## src/rtl/spi_cmd_engine.sv

```systemverilog
// Mode-0 SPI master for SD-card commands: shifts a 48-bit frame, waits for R1,
// optionally collects a 32-bit R3/R7 trailer, and reports done/timeout.
module spi_cmd_engine #(
  parameter int NCR_MAX    = 8,
  parameter int FRAME_BITS = 48
) (
  input  logic                  spi_clk_i,
  input  logic                  spi_rst_ni,
  input  logic [FRAME_BITS-1:0] spi_data_i,
  input  logic [8:0]            spi_statusreg_i,
  input  logic                  spi_miso_i,
  output logic                  SCK_SPI,
  output logic                  spi_mosi_o,
  output logic                  spi_ss_o,
  output logic [7:0]            R1,
  output logic [31:0]           spi_resp_o,
  output logic [2:0]            spi_flagreg_o
);

  typedef enum logic [2:0] {
    S_IDLE,
    S_SHIFT_CMD,
    S_WAIT_R1,
    S_SHIFT_RESP,
    S_DONE,
    S_TOUT
  } state_e;

  localparam logic [2:0] FLAG_IDLE = 3'b000;
  localparam logic [2:0] FLAG_BUSY = 3'b001;
  localparam logic [2:0] FLAG_DONE = 3'b010;
  localparam logic [2:0] FLAG_TOUT = 3'b100;

  localparam int CNT_W  = $clog2(((FRAME_BITS > 32) ? FRAME_BITS : 32) + 1);
  localparam int BYTE_W = $clog2(NCR_MAX + 1);

  localparam logic [CNT_W-1:0]  CMD_BITS  = CNT_W'(FRAME_BITS);
  localparam logic [CNT_W-1:0]  BYTE_BITS = CNT_W'(8);
  localparam logic [CNT_W-1:0]  RESP_BITS = CNT_W'(32);
  localparam logic [BYTE_W-1:0] NCR_LAST  = BYTE_W'(NCR_MAX - 1);

  state_e                state_q;
  logic [FRAME_BITS-1:0] data_q;
  logic [2:0]            sel_q;
  logic                  long_q;
  logic                  msb_first_q;
  logic                  cmd_valid_q;
  logic                  sck_q;
  logic                  mosi_q;
  logic                  ss_q;
  logic [7:0]            r1_q;
  logic [31:0]           resp_q;
  logic [2:0]            flag_q;
  logic [6:0]            div_cnt_q;
  logic [CNT_W-1:0]      bit_cnt_q;
  logic [BYTE_W-1:0]     byte_cnt_q;
  logic [7:0]            rx_q;

  logic [6:0] half_last;
  logic       active;
  logic       half_tick;
  logic       rise;
  logic       fall;
  logic       start;
  logic       unused_status;

  assign unused_status = ^spi_statusreg_i[4:3];

  // NOTE: every signal gets a value at the top of the block so no path can
  // leave one unassigned and infer a latch.
  always_comb begin
    half_last = 7'((8'd1 << sel_q) - 8'd1);
    active    = (state_q == S_SHIFT_CMD) || (state_q == S_WAIT_R1) ||
                (state_q == S_SHIFT_RESP);
    half_tick = active && (div_cnt_q == half_last);
    rise      = half_tick && !sck_q;
    fall      = half_tick && sck_q;
    // Starting straight out of DONE lets a held request chain commands with no idle gap.
    start     = spi_statusreg_i[0] && ((state_q == S_IDLE) || (state_q == S_DONE));
  end

  // NOTE: all state updates use non-blocking assignment so every register
  // sees the pre-edge values of the others, independent of statement order.
  always_ff @(posedge spi_clk_i or negedge spi_rst_ni) begin
    if (!spi_rst_ni) begin
      state_q     <= S_IDLE;
      data_q      <= '0;
      sel_q       <= '0;
      long_q      <= 1'b0;
      msb_first_q <= 1'b0;
      cmd_valid_q <= 1'b0;
      sck_q       <= 1'b0;
      mosi_q      <= 1'b1;
      ss_q        <= 1'b1;
      r1_q        <= 8'hFF;
      resp_q      <= '0;
      flag_q      <= FLAG_IDLE;
      div_cnt_q   <= '0;
      bit_cnt_q   <= '0;
      byte_cnt_q  <= '0;
      rx_q        <= '0;
    end else if (start) begin
      data_q      <= spi_data_i;
      sel_q       <= spi_statusreg_i[8:6];
      long_q      <= spi_statusreg_i[5];
      msb_first_q <= spi_statusreg_i[2];
      ss_q        <= spi_statusreg_i[1];
      cmd_valid_q <= (spi_data_i[FRAME_BITS-1 -: 2] == 2'b01);
      mosi_q      <= spi_statusreg_i[2] ? spi_data_i[FRAME_BITS-1] : spi_data_i[0];
      sck_q       <= 1'b0;
      div_cnt_q   <= '0;
      bit_cnt_q   <= '0;
      byte_cnt_q  <= '0;
      rx_q        <= '0;
      flag_q      <= FLAG_BUSY;
      state_q     <= S_SHIFT_CMD;
    end else begin
      if (half_tick) begin
        sck_q     <= ~sck_q;
        div_cnt_q <= '0;
      end else if (active) begin
        div_cnt_q <= div_cnt_q + 7'd1;
      end

      if (rise) begin
        bit_cnt_q <= bit_cnt_q + CNT_W'(1);
        rx_q      <= {rx_q[6:0], spi_miso_i};
      end

      case (state_q)
        S_SHIFT_CMD: begin
          if (fall) begin
            if (bit_cnt_q == CMD_BITS) begin
              bit_cnt_q <= '0;
              mosi_q    <= 1'b1;
              if (cmd_valid_q) begin
                state_q <= S_WAIT_R1;
              end else begin
                r1_q    <= 8'hFF;
                flag_q  <= FLAG_DONE;
                state_q <= S_DONE;
              end
            end else if (msb_first_q) begin
              data_q <= data_q << 1;
              mosi_q <= data_q[FRAME_BITS-2];
            end else begin
              data_q <= data_q >> 1;
              mosi_q <= data_q[1];
            end
          end
        end

        S_WAIT_R1: begin
          if (fall && (bit_cnt_q == BYTE_BITS)) begin
            bit_cnt_q <= '0;
            if (!rx_q[7]) begin
              r1_q <= rx_q;
              if (long_q) begin
                state_q <= S_SHIFT_RESP;
              end else begin
                flag_q  <= FLAG_DONE;
                state_q <= S_DONE;
              end
            end else if (byte_cnt_q == NCR_LAST) begin
              byte_cnt_q <= byte_cnt_q + BYTE_W'(1);
              r1_q       <= 8'hFF;
              flag_q     <= FLAG_TOUT;
              state_q    <= S_TOUT;
            end else begin
              byte_cnt_q <= byte_cnt_q + BYTE_W'(1);
            end
          end
        end

        S_SHIFT_RESP: begin
          if (rise) begin
            resp_q <= {resp_q[30:0], spi_miso_i};
          end
          if (fall && (bit_cnt_q == RESP_BITS)) begin
            bit_cnt_q <= '0;
            flag_q    <= FLAG_DONE;
            state_q   <= S_DONE;
          end
        end

        S_DONE, S_TOUT: begin
          flag_q  <= FLAG_IDLE;
          state_q <= S_IDLE;
        end

        default: ;
      endcase
    end
  end

  assign SCK_SPI       = sck_q;
  assign spi_mosi_o    = mosi_q;
  assign spi_ss_o      = ss_q;
  assign R1            = r1_q;
  assign spi_resp_o    = resp_q;
  assign spi_flagreg_o = flag_q;

endmodule

```

## config.mk

```make
export PLATFORM = sky130hd
export DESIGN_NAME = spi_cmd_engine
export DESIGN_NICKNAME = d
export VERILOG_FILES = /design/src/rtl/spi_cmd_engine.sv
export SDC_FILE = /design/constraint.sdc
export NUM_CORES = 1
export LEC_CHECK = 0
export CAP_MARGIN = 20
export CELL_PAD_IN_SITES_DETAIL_PLACEMENT = 1
export CELL_PAD_IN_SITES_GLOBAL_PLACEMENT = 1
export CORE_ASPECT_RATIO = 1.5
export CORE_UTILIZATION = 38
export CTS_CLUSTER_DIAMETER = 40
export DETAILED_ROUTE_END_ITERATION = 8
export GPL_TIMING_DRIVEN = 0
export PLACE_DENSITY = 0.73
export SLEW_MARGIN = 5
export SYNTH_ARGS = -nofsm -noshare
export SYNTH_HDL_FRONTEND = slang
export SYNTH_SLANG_ARGS = --single-unit
export TNS_END_PERCENT = 20
```

## constraint.sdc

```tcl
create_clock -name spi_clk_i -period 3.1 [get_ports spi_clk_i]
set_input_delay 0.465 -clock spi_clk_i [delete_from_list [all_inputs] [get_ports spi_clk_i]]
set_output_delay 0.465 -clock spi_clk_i [all_outputs]
set_load 0.01 [all_outputs]
```

==> results of run 1 <==
-- critical path, cell delays in order, from the launching register on --
cell and delay [ps]:
dfrtp_1 400, or3_4 420, ha_4 220, nor3b_4 190, a311oi_4 290, buf_4 200, o21bai_4 60, nor4_4 340
and3_4 340, buf_6 180, mux2_2 340
-- stage by stage --
| step | hold slack (ps) | utilization | total power [W] |
|---|---|---|---|
| 2_1_floorplan | 169 | - | 0.00424 |
| 4_1_cts | 464 | 0.517 | 0.00740 |
| 6_report | 461 | 0.524 | 0.00751 |
| 3_5_place_dp | 393 | 0.466 | 0.00501 |
| 3_3_place_gp | 448 | 0.465 | 0.00485 |
| 5_1_grt | 483 | 0.524 | 0.00795 |
-- state kept, by name (all words and copies together) (netlist names) --
name,count
R1,8
SCK_SPI,1
bit_cnt_q,6
byte_cnt_q,4
cmd_valid_q,1
data_q,48
div_cnt_q,7
long_q,1
msb_first_q,1
rx_q,8
sel_q,3
spi_flagreg_o,3
spi_mosi_o,1
spi_resp_o,32
spi_ss_o,1
state_q,3
-- cell type report --
type | count | area, um2 | area share
well taps | 213 | 267 | 0.0293
inverters | 17 | 63.8 | 0.00702
clock inverters | 15 | 171 | 0.0189
clock buffers | 17 | 425 | 0.0468
plain buffers | 38 | 233 | 0.0256
repair buffers | 122 | 1220 | 0.134
multi-input cells | 461 | 3490 | 0.384
flip-flops and latches | 128 | 3220 | 0.354
-- cells by family (layout without fill, tap and decap cells) --
group / Yosys count / in the layout / share of synthesized area
flops: 128 / 128 / 0.475
simple gates: 177 / 177 / 0.128
xor+xnor: 5 / 5 / 0.00647
buf+inv: 59 / 209 / 0.0388
mux: 129 / 129 / 0.205
compound gates: 145 / 145 / 0.137
fa+ha+maj: 5 / 5 / 0.00925
-- cells in the mapped netlist, types with 2 or more instances --
master     number  area share
a211oi_1        4      0.0044
a21o_1          2      0.0022
a21oi_1        26       0.019
a221oi_1        2      0.0026
a22o_1          2      0.0026
a2bb2oi_1       2      0.0026
and2_1          2      0.0018
and3_1          6      0.0055
buf_1           2      0.0011
buf_2           6      0.0044
buf_4           7      0.0078
clkbuf_1       26       0.014
clkinv_1        2      0.0011
dfrtp_1       118        0.44
dfstp_2        10       0.039
ha_1            5      0.0092
inv_1          15      0.0083
mux2_2         78        0.13
mux2i_1        51       0.075
nand2_1        97       0.054
nand2b_1        2      0.0018
nand3_1         6      0.0044
nand3b_1        3      0.0033
nor2_1         17      0.0094
nor2b_1         5      0.0046
nor3_1          5      0.0037
nor3b_1         5      0.0055
nor4_1          4      0.0037
o2111a_1        2      0.0033
o211ai_1        2      0.0022
o21a_1          3      0.0033
o21ai_0        50       0.037
o21ai_1        21       0.016
o21bai_1        3      0.0033
o221ai_1        2      0.0026
o22a_1          2      0.0026
o311ai_0        3      0.0039
o31ai_1         4      0.0044
o41ai_1         2      0.0026
or2_2           3      0.0028
or3_1           5      0.0046
or3b_1          2      0.0026
or4_1           3      0.0033
xnor2_1         4      0.0052
-- worst max path at each step --
stage | to | from
floorplan | spi_resp_o[10]$_DFFE_PN0P_ | sel_q[1]$_DFFE_PN0P_
global placement | spi_resp_o[10]$_DFFE_PN0P_ | spi_rst_ni
detailed placement | spi_resp_o[18]$_DFFE_PN0P_ | sel_q[1]$_DFFE_PN0P_
CTS | spi_resp_o[22]$_DFFE_PN0P_ | sel_q[1]$_DFFE_PN0P_
global route | R1[4]$_DFFE_PN1P_ | sel_q[2]$_DFFE_PN0P_
finish | spi_resp_o[18]$_DFFE_PN0P_ | sel_q[2]$_DFFE_PN0P_
-- layer usage --
layer | global-route usage | part of all wire | vias up
met5 | 0 | 0 | -
met2 | 0.397 | 0.53 | 109
met1 | 0.240 | 0.41 | 2765
met3 | 0.0460 | 0.036 | 28
li1 | - | - | 2589
met4 | 0.0655 | 0.017 | 0
-- timing repair --
| action | in CTS | in global routing |
|---|---|---|
| endpoints found under the setup margin | 121 | 108 |
| endpoints found under the hold margin | 28 | 0 |
| setup buffers | 12 | 6 |
| gates resized for setup | 26 | 36 |
| pin swaps | 5 | 8 |
| gates cloned | 1 | 0 |
| hold buffers | 1 | 0 |
-- power breakdown --
group	internal, W	total (W)	switching, W
sequential	0.00216	0.00257	0.000417
combinational	0.00144	0.00290	0.00147
clock	0.00121	0.00203	0.000825
==> results.py, run 1 <==
metrics = {
    "outcome": {
        "status": "finished, final reports clean",
    },
    "clock_tree": {
        "cts.sinks": 128,
        "clock_latency_ps": 420,
        "h-tree-depth": 4,
        "cts_buffers": 17,
        "cts_root_buf": "clkbuf_16",
        "clkTransAtPathRegs_ps": 60,
        "cts_tree": "done",
        "clockBufferDepth": 2,
    },
    "timing": {
        "max_freq_ghz": 0.323,
        "setup_tns_ps": 0,
        "final.setup_skew_ps": 9.19,
        "finalHoldViolations": 0,
        "slew-limit-headroom": 0.317,
        "worst_slew_pin_slew_ps": 1020,
        "rsz0062_at_grt": "yes",
        "fin_crit_sh": 0.999,
        "drv_slew": 0,
        "setup_viol": 0,
        "period_needed_ps": 3100,
        "fin_ws_ps": 3.51,
    },
    "global_route": {
        "grt_usage": 0.212,
        "antenna_found_initial": 0,
        "grt_pass1_vias": 6108,
        "grt_max_degree": 94,
        "grt_overflow": 0,
        "grt_pass1_wl_um": 30900,
    },
    "yosys": {
        "ys_seq_area_frac": 0.475,
        "syn_area_per_cell_um2": 10.4,
        "ys_ff_latch": 128,
        "syn_area_mm2": 0.00676,
        "netlist_instances": 648,
        "synthDistinctLibCells": 71,
        "synth_flop_cell": "dfrtp_1",
        "syn-num-nets": 713,
        "synth_edf_count": 0,
        "async_flop_share": 1.00,
        "yosysWarningCount": 0,
    },
    "placed_design": {
        "hpwlAfterDp_um": 12900,
        "place_area_mm2": 0.00809,
        "port_buffers": 102,
        "place.gp.congestion": 0.849,
        "post-place-ws_ps": -823,
        "post-place-cells": 964,
    },
    "floorplanning": {
        "dieArea_mm2": 0.0183,
        "die_width_um": 111,
        "rows": 59,
        "start_util": 0.390,
        "die_h_um": 165,
        "coreArea_mm2": 0.0173,
        "ios": 106,
    },
    "routing": {
        "first_iter_violations": 268,
        "postRouteAntennaNets": 0,
        "routed_wl_um": 19000,
        "dr.pass1.iters": 4,
        "avgViaCountPerCell": 5.43,
        "via_count": 5491,
        "wire_per_inst_um": 18.8,
        "drc": 0,
    },
    "hold_path": {
        "hp-class": "flop to flop",
        "holdPathEnd": "spi_ss_o$_DFFE_PN1P_",
        "hold_depth": 2,
        "hp-start": "spi_ss_o$_DFFE_PN1P_",
    },
    "cells_and_area": {
        "num-fill-cells": 1908,
        "final_common_cell": "dfrtp_1",
        "final_cell_mix": "117 x dfrtp_1, 101 x clkdlybuf4s50_1, 97 x nand2_1, 68 x mux2_2, 51 x mux2i_1",
        "fin_cells": 1011,
        "finalNetCount": 850,
        "stdcell_area_mm2": 0.00909,
        "area_growth_pct": 34.4,
        "drive_above_1_share": 0.234,
        "antenna_cells": 0,
    },
    "flow_run": {
        "drv_cap": 0,
    },
    "power": {
        "power_density_mw_per_mm2": 826,
        "p_leak_nw": 3.64,
        "irDropWorstVdd_mv": 0.423,
    },
    "critical_path": {
        "cp.required_ps": 3400,
        "r2r-start": "sel_q[2]$_DFFE_PN0P_",
        "critPathLaunchType": "flop",
        "reg2reg_depth": 10,
        "cp_max_fo": 10,
        "endpoint_kind": "flop",
        "regToRegEndpoint": "spi_resp_o[18]$_DFFE_PN0P_",
        "r2r_setup_slack_ps": 4,
        "path_class": "flop to flop",
        "crit_arrival_ps": 3400,
    },
}
Power figures use the tool's default switching activity.
==> run 2: changes to the inputs <==
--- a/config.mk
+++ b/config.mk
@@ -9,8 +9,10 @@
 export CELL_PAD_IN_SITES_DETAIL_PLACEMENT = 1
 export CELL_PAD_IN_SITES_GLOBAL_PLACEMENT = 1
 export CORE_ASPECT_RATIO = 1.5
+export CORE_MARGIN = 8
 export CORE_UTILIZATION = 38
 export CTS_CLUSTER_DIAMETER = 40
+export CTS_CLUSTER_SIZE = 8
 export DETAILED_ROUTE_END_ITERATION = 8
 export GPL_TIMING_DRIVEN = 0
 export PLACE_DENSITY = 0.73
==> results.py, run 2 (synthesized netlist as in run 1, its figures left out) <==
metrics = {
    "critical_path": {
        "endpoint_kind": "flop",
        "cp_max_fo": 8,
        "cp.required_ps": 3430,
        "reg2reg_depth": 11,
        "path_class": "flop to flop",
        "r2r-start": "sel_q[2]$_DFFE_PN0P_",
        "r2r_setup_slack_ps": -140,
        "crit_arrival_ps": 3570,
        "critPathLaunchType": "flop",
        "regToRegEndpoint": "bit_cnt_q[4]$_DFF_PN0_",
    },
    "cells_and_area": {
        "largest_reg_flops": 48,
        "multiInputGateArea_mm2": 0.00359,
        "fin_cells": 1030,
        "final_cell_mix": "117 x dfrtp_1, 101 x clkdlybuf4s50_1, 97 x nand2_1, 65 x mux2_2, 51 x mux2i_1",
        "seq_area_mm2": 0.00322,
        "antenna_cells": 0,
        "finalNetCount": 865,
        "area_growth_pct": 37.6,
        "drive_above_1_share": 0.258,
        "final_common_cell": "dfrtp_1",
        "num-fill-cells": 1920,
        "regMostFlops": "data_q",
        "stdcell_area_mm2": 0.00931,
    },
    "power": {
        "finalPower_w": 0.00779,
        "power_density_mw_per_mm2": 837,
        "irDropWorstVdd_mv": 0.335,
        "p_leak_nw": 3.73,
    },
    "timing": {
        "final.setup_skew_ps": 11.6,
        "worst_slew_pin_slew_ps": 756,
        "rsz0062_at_grt": "yes",
        "setup_viol": 46,
        "max_freq_ghz": 0.309,
        "period_needed_ps": 3240,
        "drv_slew": 0,
        "setup_tns_ps": -2820,
        "finalHoldViolations": 0,
        "fin_hold_ws_ps": 21.0,
        "fin_crit_sh": 1.04,
        "fin_ws_ps": -138,
        "slew-limit-headroom": 0.496,
    },
    "clock_tree": {
        "cts_buffers": 17,
        "clockBufferDepth": 2,
        "h-tree-depth": 4,
        "cts_tree": "done",
        "clkTransAtPathRegs_ps": 60,
        "cts_root_buf": "clkbuf_16",
        "clock_latency_ps": 420,
        "cts.sinks": 128,
    },
    "global_route": {
        "grt_pass1_vias": 6276,
        "antenna_found_initial": 0,
        "grt_overflow": 0,
        "grt_usage": 0.181,
        "grt_max_degree": 69,
        "grt_pass1_wl_um": 33300,
    },
    "routing": {
        "first_iter_violations": 297,
        "postRouteAntennaNets": 0,
        "drc": 0,
        "routed_wl_um": 20400,
        "avgViaCountPerCell": 5.46,
        "via_count": 5624,
        "wire_per_inst_um": 19.8,
        "dr.pass1.iters": 4,
    },
    "flow_run": {
        "drv_cap": 0,
    },
    "outcome": {
        "violations": "negative setup slack",
        "status": "finished with violations",
    },
    "placed_design": {
        "place_area_mm2": 0.00810,
        "port_buffers": 102,
        "post-place-cells": 968,
        "hpwlAfterDp_um": 13900,
        "place.gp.congestion": 0.853,
    },
    "floorplanning": {
        "ios": 106,
        "dieArea_mm2": 0.0224,
        "coreArea_mm2": 0.0177,
        "start_util": 0.382,
        "die_width_um": 125,
        "die_h_um": 179,
        "rows": 60,
    },
    "hold_path": {
        "hp-class": "primary input to asynchronous set/reset pin",
    },
}
==> run 2: cell count changes in the layout (fill, tap and decap cells not counted), sizes merged <==
cell,delta
buf,+17
clkbuf,+3
clkinvlp,+2
dlygate4sd3,-1
inv,-6
==> run 2: critical path, cell delays in order, from the launching register on <==
cell and delay [ps]:
dfrtp_1 450, buf_4 170, nor2_1 120, nand2_1 130, ha_4 220, nor4b_4 370, o31a_1 310, o22ai_1 120
or4_1 550, buf_6 150, or4_1 400, a21oi_1 140
==> run 2: area by class of cell <==
cell class	count	share of cell area
Buffer	37	0.0242
Inverter	17	0.00686
Tap cell	217	0.0292
Clock buffer	21	0.0495
Multi-Input combinational cell	461	0.386
Timing Repair Buffer	138	0.145
Clock inverter	11	0.0141
Sequential cell	128	0.346
==> run 2: what timing repair did <==
item / CTS / global route
pin swaps: 5 / 21
endpoints found under the setup margin: 121 / 104
cloned: 1 / 0
endpoints found under the hold margin: 0 / 0
hold buffers: 0 / 0
buffers inserted: 13 / 20
resized for setup: 29 / 53
==> run 2: metal layers <==
metal,wire [um],global-route usage,up-vias
met4,410,0.0631,0
met3,946,0.0477,28
met2,10700,0.325,128
li1,-,-,2622
met1,8370,0.201,2846
met5,0,0,-
==> run 2: worst max path at each step <==
stage	from	slack (ps)	depth (start not counted)	endpoint
2_1_floorplan	sel_q[1]$_DFFE_PN0P_	3	11	spi_resp_o[10]$_DFFE_PN0P_
3_3_place_gp	spi_rst_ni	-3550	1	spi_resp_o[16]$_DFFE_PN0P_
3_5_place_dp	sel_q[1]$_DFFE_PN0P_	-690	11	spi_resp_o[4]$_DFFE_PN0P_
4_1_cts	sel_q[2]$_DFFE_PN0P_	-50	10	spi_resp_o[23]$_DFFE_PN0P_
5_1_grt	sel_q[2]$_DFFE_PN0P_	-220	13	bit_cnt_q[5]$_DFF_PN0_
6_report	sel_q[2]$_DFFE_PN0P_	-140	11	bit_cnt_q[4]$_DFF_PN0_
==> run 2: metrics by stage <==
step,setup WS [ps],util
after floorplan,3.00,-
after global placement,-3550,0.455
after detailed placement,-689,0.457
after CTS,-54.2,0.505
after global routing,-224,0.525
final,-138,0.525
==> run 2: power breakdown <==
part / total (W) / switching, W / internal (W)
combinational: 0.00319 / 0.00160 / 0.00159
sequential: 0.00259 / 0.000432 / 0.00216
clock: 0.00201 / 0.000771 / 0.00123
==> run 3: changes to the inputs <==
--- a/config.mk
+++ b/config.mk
@@ -16,7 +16,6 @@
 export DETAILED_ROUTE_END_ITERATION = 8
 export GPL_TIMING_DRIVEN = 0
 export PLACE_DENSITY = 0.73
-export SLEW_MARGIN = 5
 export SYNTH_ARGS = -nofsm -noshare
 export SYNTH_HDL_FRONTEND = slang
 export SYNTH_SLANG_ARGS = --single-unit
==> results.py, run 3 (synthesized netlist as in run 1, its figures left out) <==
metrics = {
    "floorplanning": {
        "dieArea_mm2": 0.0224,
        "ios": 106,
        "coreArea_mm2": 0.0177,
        "die_h_um": 179,
        "die_width_um": 125,
        "rows": 60,
        "start_util": 0.382,
    },
    "critical_path": {
        "cp_cell_sequence": "buf_4, nor2_1, nand2_1, ha_4, nor4b_4, o31a_1, o22ai_1, or4_1, buf_6, or4_1, a21oi_1",
        "startpoint": "sel_q[2]$_DFFE_PN0P_",
        "r2r-start": "sel_q[2]$_DFFE_PN0P_",
        "reg2reg_depth": 11,
        "path_delay_family": "simple AND/OR/NAND/NOR gates",
        "path_class": "flop to flop",
        "crit_arrival_ps": 3570,
        "critPathLaunchType": "flop",
        "critPathMaxStageDelay_ps": 550,
        "cp_common_cell": "or4_1",
        "cpMaxStageDelayCell": "or4_1",
        "endpoint_kind": "flop",
        "critPathBufInv": 2,
        "r2r_setup_slack_ps": -140,
        "crit_path_end": "bit_cnt_q[4]$_DFF_PN0_",
        "regToRegEndpoint": "bit_cnt_q[4]$_DFF_PN0_",
        "cp.required_ps": 3430,
        "cp.depth": 11,
        "cp_max_fo": 8,
    },
    "power": {
        "power_density_mw_per_mm2": 837,
        "irDropWorstVdd_mv": 0.335,
        "finalPower_w": 0.00779,
        "p_leak_nw": 3.73,
    },
    "outcome": {
        "violations": "negative setup slack",
        "status": "finished with violations",
    },
    "cells_and_area": {
        "num-fill-cells": 1920,
        "drive_above_1_share": 0.258,
        "stdcell_area_mm2": 0.00931,
        "regMostFlops": "data_q",
        "final_cell_mix": "117 x dfrtp_1, 101 x clkdlybuf4s50_1, 97 x nand2_1, 65 x mux2_2, 51 x mux2i_1",
        "final_common_cell": "dfrtp_1",
        "finish.utilization": 0.525,
        "largest_reg_flops": 48,
        "finalNetCount": 865,
        "area_growth_pct": 37.6,
        "antenna_cells": 0,
    },
    "timing": {
        "rsz0062_at_grt": "yes",
        "period_needed_ps": 3240,
        "worst_slew_pin_slew_ps": 756,
        "fin_ws_ps": -138,
        "finalHoldViolations": 0,
        "final.setup_skew_ps": 11.6,
        "setup_tns_ps": -2820,
        "fin_crit_sh": 1.04,
        "setup_viol": 46,
        "drv_slew": 0,
        "slew-limit-headroom": 0.496,
        "max_freq_ghz": 0.309,
    },
    "hold_path": {
        "hp-class": "primary input to asynchronous set/reset pin",
    },
    "clock_tree": {
        "cts_buffers": 17,
        "cts.sinks": 128,
        "cts_hold_buf": 0,
        "clockBufferDepth": 2,
        "h-tree-depth": 4,
        "clkTransAtPathRegs_ps": 60,
        "clock_latency_ps": 420,
        "cts_tree": "done",
        "cts_root_buf": "clkbuf_16",
    },
    "placed_design": {
        "post-place-ws_ps": -689,
        "hpwlAfterDp_um": 13900,
        "place_area_mm2": 0.00810,
        "port_buffers": 102,
        "place.gp.congestion": 0.853,
    },
    "routing": {
        "routed_wl_um": 20400,
        "avgViaCountPerCell": 5.46,
        "postRouteAntennaNets": 0,
        "first_iter_violations": 297,
        "dr.pass1.iters": 4,
        "drc": 0,
        "wire_per_inst_um": 19.8,
        "via_count": 5624,
    },
    "global_route": {
        "antenna_found_initial": 0,
        "grt_usage": 0.181,
        "grt_overflow": 0,
        "grt_pass1_wl_um": 33300,
        "grt_max_degree": 69,
        "grt_pass1_vias": 6276,
    },
    "flow_run": {
        "drv_cap": 0,
    },
}
[run 3: cell type report]
cell class / instances / area, um2 / area share
inverter: 17 / 63.8 / 0.00686
timing repair buffer: 138 / 1350 / 0.145
sequential: 128 / 3220 / 0.346
tap: 217 / 272 / 0.0292
clock buffer: 21 / 460 / 0.0495
multi-input combinational: 461 / 3590 / 0.386
clock inverter: 11 / 131 / 0.0141
buffer: 37 / 225 / 0.0242
[run 3: where the power goes]
part	leakage (nW)	switching, W	internal, W
clock	0.280	0.000771	0.00123
combinational	1.81	0.00160	0.00159
sequential	1.64	0.000432	0.00216
total	3.73	0.00281	0.00498
[run 3: how the worst min path moves through the flow]
| stage | from | endpoint | depth (start not counted) |
|---|---|---|---|
| finish | spi_rst_ni | data_q[12]$_DFFE_PN0P_ | 1 |
| global route | spi_rst_ni | data_q[11]$_DFFE_PN0P_ | 1 |
| CTS | spi_rst_ni | data_q[12]$_DFFE_PN0P_ | 1 |
| detailed placement | spi_ss_o$_DFFE_PN1P_ | spi_ss_o$_DFFE_PN1P_ | 2 |
| global placement | spi_ss_o$_DFFE_PN1P_ | spi_ss_o$_DFFE_PN1P_ | 2 |
| floorplan | spi_rst_ni | SCK_SPI$_DFFE_PN0P_ | 0 |
[run 3: per-stage QoR]
step | hold WS, ps | instances
global placement | 450 | 967
global route | 51.0 | 1030
finish | 21.0 | 1030
detailed placement | 463 | 968
floorplan | 169 | 648
CTS | 36.5 | 1012
[run 3: what timing repair did]
item | 4_1_cts | 5_1_grt
setup buffers | 13 | 20
cloned | 1 | 0
gates resized for setup | 29 | 53
pin swaps | 5 | 21
setup endpoints to repair | 121 | 104
endpoints found under the hold margin | 0 | 0
[run 3: routing by layer]
metal	wire [um]	global-route usage	share of wire
met1	8370	0.201	0.41
met2	10700	0.325	0.52
met3	946	0.0477	0.046
met4	410	0.0631	0.020
met5	0	0	0
